[src/rtl/fetch_sequencer.sv]
// fetch_sequencer: fetch-stage PC / IF-ID control with memory timeout detection and perf counters
module fetch_sequencer #(
  parameter int RESET_HOLD = 2,
  parameter int MAX_WAIT = 15,
  parameter int CNT_W = 16
) (
  input  logic             clk,
  input  logic             reset,
  input  logic             id_branch,
  input  logic             id_zero,
  input  logic             id_jump,
  input  logic             id_jumpR,
  input  logic             hazard_stall,
  input  logic             imem_ready,
  output logic             pc_en,
  output logic             branch,
  output logic             jump,
  output logic             jumpR,
  output logic             ifid_en,
  output logic             ifid_flush,
  output logic             fetch_busy,
  output logic             timeout_err,
  output logic [CNT_W-1:0] redirect_cnt,
  output logic [CNT_W-1:0] stall_cnt
);
  typedef enum logic [1:0] {BOOT, RUN, MEMWAIT, ERROR} state_t;
  state_t state_q, state_d;
  logic [3:0] boot_q, boot_d;
  logic [7:0] wait_q, wait_d;
  logic [CNT_W-1:0] redirect_cnt_q, redirect_cnt_d, stall_cnt_q, stall_cnt_d;
  logic timeout_err_q, timeout_err_d;
  logic redirect, active, take;
  // Decode control outputs and next state; hazard beats redirect beats memory
  always_comb begin
    redirect = id_jumpR | id_jump | (id_branch & ~id_zero);
    active = (state_q == RUN) || (state_q == MEMWAIT);
    pc_en = 1'b0;
    branch = 1'b0;
    jump = 1'b0;
    jumpR = 1'b0;
    ifid_en = 1'b0;
    ifid_flush = 1'b1;
    take = 1'b0;
    state_d = state_q;
    boot_d = boot_q;
    wait_d = wait_q;
    if (state_q == BOOT) begin
      boot_d = boot_q + 4'd1;
      state_d = (boot_q == 4'(RESET_HOLD - 1)) ? RUN : BOOT;
    end else if (active) begin
      if (hazard_stall) begin
        ifid_flush = 1'b0;
      end else if (redirect) begin
        pc_en = 1'b1;
        jumpR = id_jumpR;
        jump = ~id_jumpR & id_jump;
        branch = ~id_jumpR & ~id_jump;
        take = 1'b1;
        state_d = RUN;
        wait_d = 8'd0;
      end else if (imem_ready) begin
        pc_en = 1'b1;
        ifid_en = 1'b1;
        ifid_flush = 1'b0;
        state_d = RUN;
        wait_d = 8'd0;
      end else begin
        wait_d = wait_q + 8'd1;
        state_d = (wait_d == 8'(MAX_WAIT)) ? ERROR : MEMWAIT;
      end
    end
    redirect_cnt_d = (take && !(&redirect_cnt_q)) ? redirect_cnt_q + CNT_W'(1) : redirect_cnt_q;
    stall_cnt_d = (active && !pc_en && !(&stall_cnt_q)) ? stall_cnt_q + CNT_W'(1) : stall_cnt_q;
    timeout_err_d = timeout_err_q | (state_d == ERROR);
  end
  // State, counters and sticky error register
  always_ff @(posedge clk or negedge reset) begin
    if (!reset) begin
      state_q <= BOOT;
      boot_q <= 4'd0;
      wait_q <= 8'd0;
      redirect_cnt_q <= '0;
      stall_cnt_q <= '0;
      timeout_err_q <= 1'b0;
    end else begin
      state_q <= state_d;
      boot_q <= boot_d;
      wait_q <= wait_d;
      redirect_cnt_q <= redirect_cnt_d;
      stall_cnt_q <= stall_cnt_d;
      timeout_err_q <= timeout_err_d;
    end
  end
  assign fetch_busy = (state_q == BOOT) || (state_q == MEMWAIT);
  assign timeout_err = timeout_err_q;
  assign redirect_cnt = redirect_cnt_q;
  assign stall_cnt = stall_cnt_q;
endmodule

[config.mk]
export PLATFORM = sky130hd
export DESIGN_NAME = fetch_sequencer
export DESIGN_NICKNAME = d
export VERILOG_FILES = /design/src/rtl/fetch_sequencer.sv
export SDC_FILE = /design/constraint.sdc
export NUM_CORES = 1
export LEC_CHECK = 0
export CORE_MARGIN = 3
export CORE_UTILIZATION = 51
export DETAILED_ROUTE_END_ITERATION = 7
export HOLD_SLACK_MARGIN = 0.03
export PLACE_DENSITY = 0.79
export SETUP_SLACK_MARGIN = 0.3
export SLEW_MARGIN = 20
export SYNTH_ARGS = -nofsm -noshare
export SYNTH_HDL_FRONTEND = slang
export SYNTH_SLANG_ARGS = --single-unit
export TNS_END_PERCENT = 20
[constraint.sdc]
create_clock -name clk -period 2.8 [get_ports clk]
set_input_delay 0.28 -clock clk [delete_from_list [all_inputs] [get_ports clk]]
set_output_delay 0.28 -clock clk [all_outputs]
set_load 0.05 [all_outputs]
==> impl_metrics.toml <==
[logic_synthesis]
ys_types = 42
synth_largest_area_cell = "dfrtp_1"
ys_seq_area_frac = 0.4830
syn-cell-area_um2 = 2435
synth_fa_ha_area_frac = 0.04111
synth-simple-area-share = 0.2405
synthCells = 240
synth_area_per_cell_um2 = 10.15
synth-xor-area-share = 0.1259
synth_warnings = 0
synth_edf_count = 0
async_reset_ff_frac = 1.000
ys.flop_type = "dfrtp_1"
muxShareOfSynthArea = 0.009250
synthTopCellsByCount = "dfrtp_1 (47), nand2_1 (25), xnor2_1 (20)"
synth_seq_cells = 47
synth_top_area_frac = 0.4830
syn_nets = 256
synth_area_leaders = "dfrtp_1 (48%), xnor2_1 (7.2%), xor2_1 (5.4%)"
synth_compound_area_frac = 0.08325
yosysMostFrequentCell = "dfrtp_1"
synth_top_family_by_area = "simple AND/OR/NAND/NOR gates"

[place]
place_hpwl_mm = 3.772
numPortBuffers = 47
placed_cell_area_um2 = 2983
post-place-cells = 337
gp_congestion = 0.8459

[grt]
grt_max_degree = 48
grt_use_total = 0.1945
antenna_found_initial = 0
grt_overflow = 0
grt_pass1_vias = 1842
grt_pass1_wl_mm = 8.286

[setup_path]
crit_path_max_fanout = 13
critPathLaunchType = "flip-flop"
arrival_ps = 2220
cp.required_ps = 2520
critPathCaptureType = "primary output"
worst-setup-path-type = "flip-flop to primary output"

[routing]
routed_via_density = 5.620
drt_iter0_markers = 117
via_count = 1939
routed_wl_mm = 5.123
post_drt_wl_per_cell_um = 14.85
ant_nets = 0
dr.pass1.iters = 4
drc_errors = 0

[sta]
fmax_mhz = 400.5
rsz0062_at_grt = "true"
drv_slew = 0
fin_skew_ps = 3.110
fin_tns_setup_ps = 0
relSlewSlack = 0.5401
fin_crit_sh = 0.8916
hold_viol = 0
finalSetupViolCount = 0
worst_pin_slew_ps = 672.4
fin_hold_ws_ps = 480.6
fin_crit_ps = 2497

[power_and_ir_drop]
p_leak_nw = 1.315
pwr-share-clk = 0.221
powerDensity_nw_per_um2 = 603.6
p_sw_uw = 681.3
p_sw_frac = 0.3655
vdd_drop_max_uv = 567.8
pwr-share-seq = 0.468
combPwrFrac = 0.311
power.internal_mw = 1.183

[cts]
clk_pin_slew_ps = 80
clk_latency_ps = 300
numCtsBuffers = 5
cts_tree = "built"
htree_levels = 2
root_buffer = "clkbuf_8"
cts_setup_buffers = 0
cts_buffer_depth = 2
clock_sinks = 47

[die]
placementRows = 24
dieArea_um2 = 5639
fp.coreArea_um2 = 4474
initial_utilization = 0.5442
die_w_um = 75.10
die_y_um = 75.10
num_io_pins = 48

[layout]
final_area_um2 = 3088
fin_cells = 345
fin_util = 0.6902
nets = 309
syn2layout_area_growth_pct = 26.82
num-fill-cells = 335
diodes = 0
drive_above_1_share = 0.09556

[hold_path]
hp-class = "flip-flop to flip-flop"

[job]
cap_viol_max_count = 0

[run_status]
status = "finished clean"
[flip-flops by register name, indices dropped and copies added (netlist names)]
register	count
redirect_cnt	16
stall_cnt	16
wait_q	8
boot_q	4
state_q	2
timeout_err	1
[layout make-up]
| type | count | area (µm²) | area share |
|---|---|---|---|
| inverters | 9 | 33.78 | 0.01094 |
| flip-flops and latches | 47 | 1176 | 0.3809 |
| well taps | 52 | 65.06 | 0.02107 |
| clock buffers | 6 | 82.58 | 0.02674 |
| repair buffers | 48 | 488.0 | 0.1580 |
| clock inverters | 1 | 5.005 | 0.001621 |
| multi-input cells | 182 | 1237 | 0.4007 |
[power groups by stage]
| stage | sequential [mW] | combinational [mW] | clock, mW |
|---|---|---|---|
| after floorplan | 1.02 | 0.251 | 0 |
| after global placement | 0.881 | 0.568 | 0 |
| after detailed placement | 0.881 | 0.581 | 0 |
| after CTS | 0.871 | 0.582 | 0.426 |
| after global routing | 0.886 | 0.627 | 0.457 |
| final | 0.872 | 0.580 | 0.412 |
[routing by layer]
metal,wire (µm),share of wire,vias up,track usage
li1,-,-,960,-
met1,2318,0.45,919,0.2625
met2,2409,0.47,50,0.2988
met3,305,0.060,10,0.05073
met4,89,0.017,0,0.07708
met5,0,0,-,0
[final timing paths]
check | from | endpoint | slack [ps] | depth (start not counted)
worst min register to register | boot_q[3] | boot_q[3] | 480 | 1
worst max-delay path | state_q[0] | fetch_busy | 300 | 4
max in group asynchronous | reset | stall_cnt[1] | 1870 | 2
min in group asynchronous | reset | wait_q[1] | 510 | 2
worst min-delay path | boot_q[3] | boot_q[3] | 480 | 1
worst max register to register | state_q[0] | redirect_cnt[15] | 510 | 7
[metrics by stage]
| step | power, mW | worst slack (ps) |
|---|---|---|
| finish | 1.864 | 303.4 |
| global route | 1.970 | 197.7 |
| CTS | 1.879 | 294.1 |
| detailed placement | 1.462 | 493.9 |
| global placement | 1.449 | 559.7 |
| floorplan | 1.271 | 580.1 |
[logic make-up after synthesis]
family,Yosys count
fa+ha+maj,8
mux,2
simple gates,108
flops,47
buf+inv,11
compound gates,29
xor+xnor,35
[cells in the final DEF (no fill, tap or decap), types with 2 or more instances in the layout]
| master | synthesis | routed |
|---|---|---|
| clkbuf_8 | 0 | 6 |
| o41ai_1 | 2 | 2 |
| or3_1 | 3 | 3 |
| buf_12 | 0 | 2 |
| nor4_2 | 2 | 2 |
| nor2_1 | 16 | 16 |
| clkdlybuf4s50_1 | 0 | 40 |
| o21ai_0 | 11 | 11 |
| inv_1 | 9 | 9 |
| o31ai_1 | 2 | 2 |
| a21oi_1 | 3 | 3 |
| ha_1 | 8 | 8 |
| dfrtp_1 | 47 | 47 |
| xor2_1 | 15 | 15 |
| nor3_1 | 7 | 7 |
| nor2b_1 | 3 | 2 |
| and3_1 | 4 | 4 |
| nand2_1 | 25 | 25 |
| nand2b_1 | 3 | 2 |
| nand3_1 | 16 | 16 |
| nand4_1 | 14 | 14 |
| o21bai_1 | 2 | 2 |
| xnor2_1 | 20 | 20 |
| buf_4 | 0 | 5 |
| a31oi_1 | 2 | 2 |
| nor2_2 | 3 | 3 |
| nor4_1 | 3 | 3 |
[critical path: stages, from the launching register on]
cell             delay, ps
dfrtp_1                390
inv_1                  100
ha_1                   450
or2_2                  190
clkdlybuf4s50_1        790
[what timing repair did]
item	4_1_cts	5_1_grt
hold buffers	0	1
setup endpoints to repair	2	2
hold endpoints to repair	0	44
resized for setup	1	1
Power figures use the tool's default switching activity.
